$ cat config.mk
export PLATFORM = sky130hd
export DESIGN_NAME = ar_uid_allocator
export DESIGN_NICKNAME = d
export VERILOG_FILES = /design/src/rtl/ar_uid_allocator.sv
export SDC_FILE = /design/constraint.sdc
export NUM_CORES = 2
export LEC_CHECK = 0
export BUFFER_PORTS_ARGS = -buffer_cell sky130_fd_sc_hd__buf_2
export CAP_MARGIN = 20
export CORE_AREA = 2 2 311 313
export CTS_BUF_LIST = sky130_fd_sc_hd__clkbuf_16
export DETAILED_ROUTE_END_ITERATION = 8
export DIE_AREA = 0 0 313 315
export SYNTH_ARGS = -nofsm -noshare
export SYNTH_HDL_FRONTEND = slang
export SYNTH_SLANG_ARGS = --single-unit
$ cat constraint.sdc
create_clock -name clk -period 60.1 [get_ports clk]
set_input_delay 6.01 -clock clk [delete_from_list [all_inputs] [get_ports clk]]
set_output_delay 6.01 -clock clk [all_outputs]
set_load 0.02 [all_outputs]
$ cat src/rtl/ar_uid_allocator.sv
// ar_uid_allocator: maps AR original IDs to {row,col} unique IDs and restores them on free.
module ar_uid_allocator #(
    parameter int ID_WIDTH = 32,
    parameter int NUM_ROWS = 16,
    parameter int NUM_COLS = 16
) (
    input  logic                              clk,
    input  logic                              rst,
    input  logic                              alloc_valid,
    input  logic [ID_WIDTH-1:0]               alloc_orig_id,
    output logic                              alloc_ready,
    output logic [ID_WIDTH-1:0]               alloc_uid,
    input  logic                              allocator_free_req,
    input  logic [ID_WIDTH-1:0]               uid_to_restore,
    output logic [ID_WIDTH-1:0]               restored_id,
    output logic [$clog2(NUM_ROWS+1)-1:0]     rows_in_use,
    output logic                              free_err
);
    localparam int COL_W = $clog2(NUM_COLS);
    localparam int ROW_W = $clog2(NUM_ROWS);
    localparam int CNT_W = $clog2(NUM_COLS+1);
    localparam int RIU_W = $clog2(NUM_ROWS+1);
    localparam logic [CNT_W-1:0] FULL = CNT_W'(NUM_COLS);

    logic [NUM_ROWS-1:0] row_valid;
    logic [ID_WIDTH-1:0] row_orig_id [NUM_ROWS];
    logic [CNT_W-1:0]    row_cnt     [NUM_ROWS];
    logic [COL_W-1:0]    row_tail    [NUM_ROWS];

    logic                hit, free_ok;
    logic [ROW_W-1:0]    hit_row, free_row, sel_row, fr_row;
    logic [NUM_ROWS-1:0] a_sel, f_sel;
    logic                unused_uid_bits;

    assign fr_row          = uid_to_restore[COL_W +: ROW_W];
    assign unused_uid_bits = ^{uid_to_restore[ID_WIDTH-1:COL_W+ROW_W], uid_to_restore[COL_W-1:0]};
    assign sel_row         = hit ? hit_row : free_row;
    assign alloc_ready     = !rst && (hit ? row_cnt[hit_row] < FULL : free_ok);
    assign alloc_uid       = ID_WIDTH'({sel_row, row_tail[sel_row]});
    assign restored_id     = row_orig_id[fr_row];

    // Descending scan leaves the lowest-index free row selected.
    always_comb begin
        hit         = 1'b0;
        hit_row     = '0;
        free_ok     = 1'b0;
        free_row    = '0;
        rows_in_use = '0;
        for (int r = NUM_ROWS-1; r >= 0; r--) begin
            if (row_valid[r] && row_orig_id[r] == alloc_orig_id) begin
                hit     = 1'b1;
                hit_row = ROW_W'(r);
            end
            if (!row_valid[r]) begin
                free_ok  = 1'b1;
                free_row = ROW_W'(r);
            end
            rows_in_use = rows_in_use + RIU_W'(row_valid[r]);
        end
    end

    always_comb begin
        a_sel = '0;
        f_sel = '0;
        for (int r = 0; r < NUM_ROWS; r++) begin
            a_sel[r] = alloc_valid && alloc_ready && sel_row == ROW_W'(r);
            f_sel[r] = allocator_free_req && fr_row == ROW_W'(r) && row_cnt[r] != '0;
        end
    end

    // Tails survive row release so they stay aligned with the ordering unit's release pointers.
    always_ff @(posedge clk or posedge rst) begin
        if (rst) begin
            row_valid <= '0;
            free_err  <= 1'b0;
            for (int r = 0; r < NUM_ROWS; r++) begin
                row_orig_id[r] <= '0;
                row_cnt[r]     <= '0;
                row_tail[r]    <= '0;
            end
        end else begin
            if (allocator_free_req && row_cnt[fr_row] == '0)
                free_err <= 1'b1;
            for (int r = 0; r < NUM_ROWS; r++) begin
                if (a_sel[r]) begin
                    row_tail[r]    <= row_tail[r] + 1'b1;
                    row_valid[r]   <= 1'b1;
                    row_orig_id[r] <= alloc_orig_id;
                end
                if (a_sel[r] && !f_sel[r])
                    row_cnt[r] <= row_cnt[r] + 1'b1;
                else if (f_sel[r] && !a_sel[r]) begin
                    row_cnt[r] <= row_cnt[r] - 1'b1;
                    if (row_cnt[r] == CNT_W'(1))
                        row_valid[r] <= 1'b0;
                end
            end
        end
    end
endmodule

==> metrics.yaml <==
status: "completed"
cp_max_fo: 32
synth_ff_type: "dfrtp_1"
power_frac_comb_pct: 48.0
layout-drive-gt1-share_pct: 20.37
gp_congestion: 1.048
synth-edff-count: 0
cts_tree: "yes"
power_frac_seq_pct: 33.6
grt_pass1_wl_um: 210000
cap_viol_max_count: 0
holdPathStages: 1
num_rows: 114
coreArea_um2: 95710
syn-mean-instance-area_um2: 12.06
die-area_um2: 98600
worst_setup_path_start_kind: "input port"
area_growth_pct: 7.551
ios: 139
end_kind: "output pin"
synthCells: 3528
powerDensity_nw_per_um2: 54.27
min-delay-start: "free_err"
crit_type: "input port to output pin"
drv_slew: 0
rsz0062_at_grt: "false"
dieWidth_um: 313
mostFrequentLayoutCells: "dfrtp_1 (673), xor2_1 (447), mux2_1 (246), mux2_2 (202), xnor2_1 (186)"
post_cts_buffers: 0
grt_pass1_vias: 28700
setup_viol: 0
clockBufferDepth: 3
r2r-start: "row_orig_id[13]"
hold_buffers: 0
ir_drop_uv: 49.23
dp_hpwl_um: 107100
p_sw_share_pct: 44.75
hp-class: "register to register"
cts.htree.levels: 3
place_area_um2: 43350
cts_buffers: 79
drt_first_pass_iters: 5
grt.overflow.total: 0
cts-root-buf: "clkbuf_16"
cts.sinks: 673
wirelength_um: 145800
initial_core_util_pct: 44.44
fin_worst_skew_ns: 0.04364
hold_viol: 0
portBuffers: 86
worstPathRequired_ns: 54.09
yosysWarnings: 0
fill_cells: 8758
design_area_um2: 45750
power_frac_clock_pct: 18.4
drtAntennaViolNets: 0
vias_per_cell: 6.200
die_h_um: 315
drc_errors: 0
groute.usage.overall_pct: 29.49
synth-async-reset-ratio_pct: 100.0
worstMarginPinSlew_ns: 1.146
seq_area_frac_synth_pct: 39.59
antenna_found_initial: 12
crit_path_start: "alloc_orig_id[12]"
via_count: 29970
dp_slack_ns: 42.83
arrival_ns: 11.46
r2r_cells: 17
rrSetupSlack_ns: 53.48
switchingPower_mw: 1.111
fmax_mhz: 57.23
fin_crit_sh_pct: 29.08
reg2reg_to: "row_cnt[69]"
clkSlewWorstSetupHoldPaths_ns: 0.05
avgRoutedWirePerCell_um: 30.15
power_mw: 2.483
relSlewSlack_pct: 22.92
final-seq-area_um2: 16840
grt_max_degree: 161
min_to: "free_err"
clkLatencyLatePin_ns: 0.68
cts_resized: 0
timing.hold.ws_ns: 0.4534
leakagePower_nw: 20.75
initialDrtViolationCount: 2992
multiInputGateArea_um2: 23660
p_int_mw: 1.372
finalWorstSetupSlack_ns: 42.63
finalSetupTns_ns: 0
min_period_ns: 17.47
final_common_cell: "dfrtp_1"
ys_ff_latch: 673
finalNetCount: 3681
synth_area_um2: 42540
ys_types: 92
## critical path, cell delays in order
cell	delay [ns]
buf_2	0.67
xnor2_1	0.32
nand4_1	0.21
nor4b_1	0.67
nand4_1	0.49
a31oi_1	0.31
o31a_1	0.79
mux2i_1	0.61
nand3_1	0.29
and4_1	0.37
a211oi_1	0.41
buf_2	0.24
## registers in the layout, summed over array words and instances (netlist names)
register	cells
row_orig_id	512
row_tail	64
free_err	1
row_cnt	80
row_valid	16
## cells in the mapped netlist (all sizes together), types with 11 or more instances
cell / number / share of area [%]
inv: 106 / 0.94
ha: 101 / 3.0
clkbuf: 75 / 0.66
nor4b: 13 / 0.27
xnor2: 187 / 3.9
xor2: 447 / 9.2
nand4: 127 / 1.9
nor3: 65 / 0.86
nor2: 73 / 0.68
dfrtp: 673 / 40
nor2b: 11 / 0.16
mux4: 161 / 8.5
mux2i: 86 / 2.0
and3: 16 / 0.24
o21ai: 66 / 0.79
mux2: 505 / 14
a211o: 16 / 0.33
buf: 192 / 3.5
nand2b: 15 / 0.22
nand3b: 11 / 0.19
a21oi: 58 / 0.68
and4b: 11 / 0.26
or4: 32 / 0.60
nor4: 177 / 2.7
nand3: 74 / 1.1
nand2: 99 / 0.98
nand4b: 15 / 0.31
## power groups by stage
stage	Sequential (mW)	Combinational [mW]	Clock (mW)
floorplan	0.771	0.830	0
global placement	0.827	1.17	0
detailed placement	0.835	1.18	0
CTS	0.828	1.18	0.465
global route	0.856	1.27	0.482
finish	0.834	1.19	0.457
## through the flow
step,cells,util (%)
after global routing,4831,47.79
after floorplan,3551,-
after CTS,4830,47.76
final,4834,47.80
after global placement,4696,45.29
after detailed placement,4696,45.29
## metal layers
| layer | part of all wire [%] | wire, um | GRT usage, % |
|---|---|---|---|
| met2 | 43 | 62630 | 42.98 |
| met1 | 44 | 63450 | 42.57 |
| met3 | 9.0 | 13060 | 6.229 |
| met4 | 4.5 | 6589 | 12.24 |
| met5 | 0.016 | 24 | 0 |
## logic make-up after synthesis
| kind of cell | Yosys count | share of synthesized area, % |
|---|---|---|
| XOR/XNOR | 634 | 13.07 |
| AND/OR/NAND/NOR | 781 | 11.19 |
| AO/OA/AOI/OAI | 203 | 3.200 |
| buffers and inverters | 373 | 5.065 |
| flip-flops | 673 | 39.59 |
| adder cells (fa/ha/maj) | 111 | 3.442 |
| other | 1 | 0.008816 |
| multiplexers | 752 | 24.43 |
## layout make-up
| class | count | share of cell area [%] |
|---|---|---|
| Antenna cell | 3 | 0.01641 |
| Clock buffer | 80 | 4.376 |
| Clock inverter | 54 | 0.7959 |
| Inverter | 106 | 0.8861 |
| Multi-Input combinational cell | 2505 | 51.71 |
| Sequential cell | 673 | 36.81 |
| Tap cell | 1276 | 3.490 |
| Timing Repair Buffer | 137 | 1.912 |
## how the worst max path moves through the flow
stage | endpoint | cells after the start | slack (ns)
floorplan | free_err | 1 | 35.23
global placement | alloc_ready | 12 | 42.74
detailed placement | alloc_ready | 12 | 42.83
CTS | alloc_ready | 12 | 42.83
global route | alloc_ready | 13 | 42.50
finish | alloc_ready | 12 | 42.63
Note: power is estimated with default switching activity, not from simulation.
